### config.mk
export PLATFORM = sky130hd
export DESIGN_NAME = e_digit_uart_tx_flat
export DESIGN_NICKNAME = d
export VERILOG_FILES = /design/src/rtl/e_digit_uart_tx_if.sv /design/src/rtl/e_digit_uart_tx.sv /design/src/flat_wrapper.sv
export SDC_FILE = /design/constraint.sdc
export NUM_CORES = 1
export LEC_CHECK = 0
export CAP_MARGIN = 20
export CORE_AREA = 2 2 71 73
export CTS_CLUSTER_SIZE = 16
export DETAILED_ROUTE_END_ITERATION = 12
export DIE_AREA = 0 0 73 75
export PLACE_DENSITY = 0.76
export SLEW_MARGIN = 25
export SYNTH_ARGS = -nofsm -noshare
export SYNTH_HDL_FRONTEND = slang
export SYNTH_SLANG_ARGS = --single-unit
### constraint.sdc
create_clock -name clk -period 7.6 [get_ports clk]
set_input_delay 0.76 -clock clk [delete_from_list [all_inputs] [get_ports clk]]
set_output_delay 0.76 -clock clk [all_outputs]
set_load 0.01 [all_outputs]
### src/rtl/e_digit_uart_tx_if.sv
// Digit handshake between the spigot-e engine (master) and the UART formatter (slave).
interface e_digit_uart_tx_if;
    logic       digit_valid;
    logic [3:0] digit;
    logic       digit_ready;

    modport master (output digit_valid, output digit, input digit_ready);
    modport slave  (input digit_valid, input digit, output digit_ready);
endinterface

### src/rtl/e_digit_uart_tx.sv
// Buffers e digits in a small FIFO, formats them as "2.718...\r\n" text and
// transmits the bytes as UART 8N1.
module e_digit_uart_tx #(
    parameter int unsigned CLKS_PER_BIT = 87,
    parameter int unsigned FIFO_DEPTH   = 4,
    parameter int unsigned LINE_LEN     = 50
) (
    input  logic               clk,
    input  logic               rst_n,
    e_digit_uart_tx_if.slave   up,
    output logic               tx,
    output logic               tx_busy,
    output logic               err
);
    localparam int unsigned AW = $clog2(FIFO_DEPTH);
    localparam int unsigned CW = AW + 1;
    localparam int unsigned TW = $clog2(CLKS_PER_BIT);
    localparam int unsigned LW = (LINE_LEN > 1) ? $clog2(LINE_LEN + 1) : 1;

    typedef enum logic [2:0] {StFirst, StDot, StFrac, StCr, StLf} fmt_state_e;
    typedef enum logic [1:0] {StIdle, StStart, StData, StStop} uart_state_e;

    logic [3:0]    mem_q [FIFO_DEPTH];
    logic [AW-1:0] wr_ptr_q, rd_ptr_q;
    logic [CW-1:0] count_q;
    logic          full, empty, push, pop;
    logic [3:0]    head;
    logic [7:0]    head_ascii;
    logic          err_q;

    fmt_state_e    fmt_q, fmt_d;
    logic [LW-1:0] line_q, line_d;
    logic          emit, pending;
    logic [7:0]    emit_byte;

    uart_state_e   uart_q, uart_d;
    logic [TW-1:0] timer_q, timer_d;
    logic [2:0]    bit_q, bit_d;
    logic [7:0]    data_q, data_d;
    logic          tx_q, tx_d;
    logic          bit_end, uart_ready;

    // ---------------- digit FIFO ----------------
    assign full            = (count_q == CW'(FIFO_DEPTH));
    assign empty           = (count_q == '0);
    assign up.digit_ready  = !full;
    assign push            = up.digit_valid && up.digit_ready;
    assign head            = mem_q[rd_ptr_q];
    assign head_ascii      = (head > 4'd9) ? 8'h3F : {4'h3, head};

    always_ff @(posedge clk) begin
        if (push) mem_q[wr_ptr_q] <= up.digit;
    end

    always_ff @(posedge clk or negedge rst_n) begin
        if (!rst_n) begin
            wr_ptr_q <= '0;
            rd_ptr_q <= '0;
            count_q  <= '0;
            err_q    <= 1'b0;
        end else begin
            if (push) wr_ptr_q <= wr_ptr_q + 1'b1;
            if (pop)  rd_ptr_q <= rd_ptr_q + 1'b1;
            case ({push, pop})
                2'b10:   count_q <= count_q + 1'b1;
                2'b01:   count_q <= count_q - 1'b1;
                default: count_q <= count_q;
            endcase
            if (push && (up.digit > 4'd9)) err_q <= 1'b1;
        end
    end

    // ---------------- formatter ----------------
    always_comb begin
        fmt_d     = fmt_q;
        line_d    = line_q;
        pop       = 1'b0;
        emit      = 1'b0;
        emit_byte = 8'h00;
        unique case (fmt_q)
            StFirst: if (!empty && uart_ready) begin
                pop       = 1'b1;
                emit      = 1'b1;
                emit_byte = head_ascii;
                fmt_d     = StDot;
            end
            StDot: if (uart_ready) begin
                emit      = 1'b1;
                emit_byte = 8'h2E;
                fmt_d     = StFrac;
            end
            StFrac: if (!empty && uart_ready) begin
                pop       = 1'b1;
                emit      = 1'b1;
                emit_byte = head_ascii;
                if (LINE_LEN != 0 && line_q == LW'(LINE_LEN - 1)) begin
                    line_d = '0;
                    fmt_d  = StCr;
                end else if (LINE_LEN != 0) begin
                    line_d = line_q + 1'b1;
                end
            end
            StCr: if (uart_ready) begin
                emit      = 1'b1;
                emit_byte = 8'h0D;
                fmt_d     = StLf;
            end
            StLf: if (uart_ready) begin
                emit      = 1'b1;
                emit_byte = 8'h0A;
                fmt_d     = StFrac;
            end
            default: fmt_d = StFirst;
        endcase
    end

    // A byte is pending whenever the formatter has something it could emit right now.
    assign pending = (fmt_q inside {StDot, StCr, StLf}) || !empty;

    always_ff @(posedge clk or negedge rst_n) begin
        if (!rst_n) begin
            fmt_q  <= StFirst;
            line_q <= '0;
        end else begin
            fmt_q  <= fmt_d;
            line_q <= line_d;
        end
    end

    // ---------------- UART 8N1 ----------------
    assign bit_end    = (timer_q == TW'(CLKS_PER_BIT - 1));
    // Accepting during the last stop cycle keeps back-to-back frames gapless.
    assign uart_ready = (uart_q == StIdle) || (uart_q == StStop && bit_end);

    always_comb begin
        uart_d  = uart_q;
        timer_d = timer_q;
        bit_d   = bit_q;
        data_d  = data_q;
        unique case (uart_q)
            StIdle: ;
            StStart: begin
                timer_d = bit_end ? '0 : timer_q + 1'b1;
                if (bit_end) begin
                    bit_d  = '0;
                    uart_d = StData;
                end
            end
            StData: begin
                timer_d = bit_end ? '0 : timer_q + 1'b1;
                if (bit_end) begin
                    if (bit_q == 3'd7) uart_d = StStop;
                    else               bit_d  = bit_q + 1'b1;
                end
            end
            StStop: begin
                timer_d = bit_end ? '0 : timer_q + 1'b1;
                if (bit_end) uart_d = StIdle;
            end
            default: uart_d = StIdle;
        endcase
        if (emit) begin
            uart_d  = StStart;
            timer_d = '0;
            data_d  = emit_byte;
        end
    end

    // tx is registered, so the line lags the state by one cycle.
    always_comb begin
        unique case (uart_q)
            StStart: tx_d = 1'b0;
            StData:  tx_d = data_q[bit_q];
            default: tx_d = 1'b1;
        endcase
    end

    always_ff @(posedge clk or negedge rst_n) begin
        if (!rst_n) begin
            uart_q  <= StIdle;
            timer_q <= '0;
            bit_q   <= '0;
            data_q  <= '0;
            tx_q    <= 1'b1;
        end else begin
            uart_q  <= uart_d;
            timer_q <= timer_d;
            bit_q   <= bit_d;
            data_q  <= data_d;
            tx_q    <= tx_d;
        end
    end

    assign tx      = tx_q;
    assign tx_busy = (uart_q != StIdle) || pending;
    assign err     = err_q;
endmodule

### src/flat_wrapper.sv
// flat-port wrapper written by rule: the top's interface ports become plain ports
module e_digit_uart_tx_flat 
#(
    parameter int unsigned CLKS_PER_BIT = 87,
    parameter int unsigned FIFO_DEPTH   = 4,
    parameter int unsigned LINE_LEN     = 50
)
  (clk, rst_n, tx, tx_busy, err, up_digit_valid, up_digit, up_digit_ready);
  e_digit_uart_tx_if up_i ();
  input  logic clk;
  input  logic rst_n;
  output logic tx;
  output logic tx_busy;
  output logic err;
  input wire logic [$bits(up_i.digit_valid)-1:0] up_digit_valid;
  input wire logic [$bits(up_i.digit)-1:0] up_digit;
  output wire logic [$bits(up_i.digit_ready)-1:0] up_digit_ready;
  assign up_i.digit_valid = up_digit_valid;
  assign up_i.digit = up_digit;
  assign up_digit_ready = up_i.digit_ready;
  e_digit_uart_tx #(.CLKS_PER_BIT(CLKS_PER_BIT), .FIFO_DEPTH(FIFO_DEPTH), .LINE_LEN(LINE_LEN)) u_core (.clk(clk), .rst_n(rst_n), .up(up_i), .tx(tx), .tx_busy(tx_busy), .err(err));
endmodule
==> qor.txt <==
total core area: 4661 um2
Hold Crit Class: flop to flop
setup violators final: 0
grt met3 use: 3.748%
Worst setup EP type: output port
Worst setup SP type: flop
Die Span X: 73 um
max cap viols: 0
worst slew pin tran: 0.8055 ns
number of global-route vias before repair: 1,744
placer's final routability congestion estimate: 0.8099
Starting Density: 58.04%
power per cell area: 387.3 nW/um2
Peak VDD IR: 0.1743 mV
Synth Warn #: 0
setup TNS: 0 ns
Rows: 25
Reg clk slew, reported paths: 0.10 ns
H-tree depth: 2
reg2reg start: u_core.uart_q[0]$_DFFE_PN0P_
status: complete, no violations
GR peak layer: met2
Vias/cell: 5.864
synthesized cell area: 2705 um2
Detailed Place HPWL: 3.237 mm
crit path DAT: 1.93 ns
Critical Path RT: 6.84 ns
post-route ant nets: 0
ANT cells: 0
maximum net fanout on the critical path: 10
initial antenna violation count: 0
Post-Route WL: 4.527 mm
num ports: 11
period utilization: 35.45%
initial DRC count: 75
final worst path period need: 2.694 ns
setup bufs post-CTS: 0
fin. max-slew vios: 0
share of cells above drive strength 1: 9.843%
Leakage Power: 1.249 nW
CTS sink count: 52
Syn Nets: 267
DRC: 0
final setup margin: 4.906 ns
CTS tree: built
Initial DRT Pass Iterations: 4
top_reg_cell synth: dfrtp_1
sequential share of the synthesized area: 51.11%
Final Hold Viols: 0
post-cts resize count: 0
CTS hold repair buffers: 0
Placed Instance Area: 2829 um2
nets@finish: 277
fmax: 371.2 MHz
clock skew after layout: 0.01143 ns
EDFF count, synth: 16
post-route cell area: 2967 um2
RSZ-0062 raised after global routing: no
first-pass GRT wire length: 7.645 mm
fraction of registers with async set/reset: 69.23%
Yosys reg bits: 52
port bufs: 10
Die Y: 75 um
clk_lat worst skew: 0.31 ns
met2 Resource Use GR: 31.43%
worst slack, placed: 4.896 ns
die area: 5475 um2
global-route track usage on met1: 22.79%
Slew headroom: 46.30%
post-synthesis cell type count: 49
GRT Total Usage: 18.49%
WS Path Type: flop to output port
root buf cell: clkbuf_8
Syn Area/Cell: 11.13 um2
pin count of the biggest net entering global routing: 37
Critical path origin: u_core.uart_q[0]$_DFFE_PN0P_
Cells after Synth: 243
total gr overflow: 0
wire per inst: 14.70 um
hold path start: u_core.err$_DFFE_PN0P_
Num CTS Buffers: 5
routed vias: 1,806
CTS Buffer Depth: 2
Layout area overhead: 9.667%
-- registers in the layout, summed over array words and instances (netlist names) --
register and flops:
u_core.timer_q 7, u_core.err 1, u_core.wr_ptr_q 2, u_core.rd_ptr_q 2
u_core.bit_q 3, u_core.tx 1, u_core.count_q 3, u_core.uart_q 2
u_core.line_q 6, u_core.data_q 6, u_core.fmt_q 3, u_core.mem_q 16
-- final cells by class --
type | count | area (um2)
clock buffers | 5 | 68.82
multi-input cells | 166 | 1216
repair buffers | 10 | 95.09
well taps | 54 | 67.56
flip-flops and latches | 52 | 1383
inverters | 18 | 67.56
fillers | 368 | 1694
clock inverters | 3 | 68.82
-- Yosys cell counts, types with 2 or more instances --
| cell type | instances | area (um2) |
|---|---|---|
| a21oi_1 | 9 | 45.04 |
| a31oi_1 | 2 | 12.51 |
| and2_1 | 2 | 12.51 |
| and3_1 | 7 | 43.79 |
| clkbuf_1 | 4 | 15.01 |
| dfrtp_1 | 35 | 875.8 |
| edfxtp_1 | 16 | 480.5 |
| ha_1 | 16 | 200.2 |
| inv_1 | 18 | 67.56 |
| mux2i_1 | 3 | 30.03 |
| mux4_2 | 5 | 112.6 |
| nand2_1 | 16 | 60.06 |
| nand2b_1 | 2 | 12.51 |
| nand3_1 | 11 | 55.05 |
| nand3_2 | 2 | 20.02 |
| nand4_1 | 4 | 25.02 |
| nor2_1 | 19 | 71.32 |
| nor2b_1 | 4 | 25.02 |
| nor3_1 | 4 | 20.02 |
| o21ai_0 | 22 | 110.1 |
| o21bai_1 | 2 | 15.01 |
| o22ai_1 | 3 | 18.77 |
| o31a_1 | 2 | 17.52 |
| o31ai_1 | 4 | 30.03 |
| xnor2_1 | 3 | 26.28 |
| xor2_1 | 5 | 43.79 |
-- metrics by stage --
stage	total power, mW	hold slack [ns]	utilization (%)	std cells
3_5_place_dp	0.9298	0.4712	60.70	300
4_1_cts	1.159	0.4978	63.65	308
5_1_grt	1.235	0.5177	63.65	308
2_1_floorplan	0.8279	0.4456	-	243
3_3_place_gp	0.9118	0.4787	60.70	300
6_report	1.149	0.4956	63.65	308
-- cells by family (layout without fill, tap and decap cells) --
| logic type | count (synthesis) | in the layout | synth area share (%) |
|---|---|---|---|
| flip-flops | 52 | 52 | 51.11 |
| AO/OA/AOI/OAI | 57 | 57 | 14.11 |
| XOR/XNOR | 8 | 8 | 2.590 |
| buffers and inverters | 25 | 36 | 3.931 |
| adder cells (fa/ha/maj) | 17 | 17 | 8.141 |
| AND/OR/NAND/NOR | 75 | 75 | 14.29 |
| multiplexers | 9 | 9 | 5.828 |
-- worst max-delay path: stages, from the launching register on --
cell             delay, ns
dfrtp_1               0.41
inv_1                 0.12
ha_1                  0.40
nand4_1               0.18
clkdlybuf4s50_1       0.52
-- path summary, 6_finish.rpt --
check / slack [ns] / endpoint / depth (start not counted)
worst max-delay path: 4.91 / tx_busy / 4
worst min-delay path: 0.50 / u_core.err$_DFFE_PN0P_ / 1
worst max register to register: 5.06 / u_core.count_q[2]$_DFFE_PN0P_ / 10
worst min register to register: 0.50 / u_core.err$_DFFE_PN0P_ / 1
max in group asynchronous: 6.56 / u_core.line_q[3]$_DFFE_PN0P_ / 1
min in group asynchronous: 0.53 / u_core.uart_q[0]$_DFFE_PN0P_ / 1
-- layout by cell type (no fill, tap or decap), types with 2 or more instances in the layout --
cell type,netlist,routed
dfrtp_1,35,35
o21ai_0,22,22
nor2_1,19,19
inv_1,18,18
nand2_1,16,16
ha_1,16,16
edfxtp_1,16,16
nand3_1,11,11
a21oi_1,9,9
clkdlybuf4s50_1,0,9
and3_1,7,7
mux4_2,5,5
xor2_1,5,5
clkbuf_8,0,5
nor3_1,4,4
nand4_1,4,4
nor2b_1,4,4
o31ai_1,4,4
mux2i_1,3,3
o22ai_1,3,3
xnor2_1,3,3
o31a_1,2,2
and2_1,2,2
a31oi_1,2,2
o21bai_1,2,2
nand3_2,2,2
nand2b_1,2,2
bufinv_16,0,2
-- per-layer routing --
metal | part of all wire (%) | wire, um
met1 | 48 | 2162
met2 | 48 | 2160
met3 | 2.9 | 131
met4 | 1.6 | 72
met5 | 0 | 0
-- report_power, final --
group,switching [mW],internal [mW],leakage [nW]
sequential,0.0854,0.378,0.592
clock,0.0950,0.133,0.0687
combinational,0.246,0.212,0.588
Note: power is estimated with default switching activity, not from simulation.
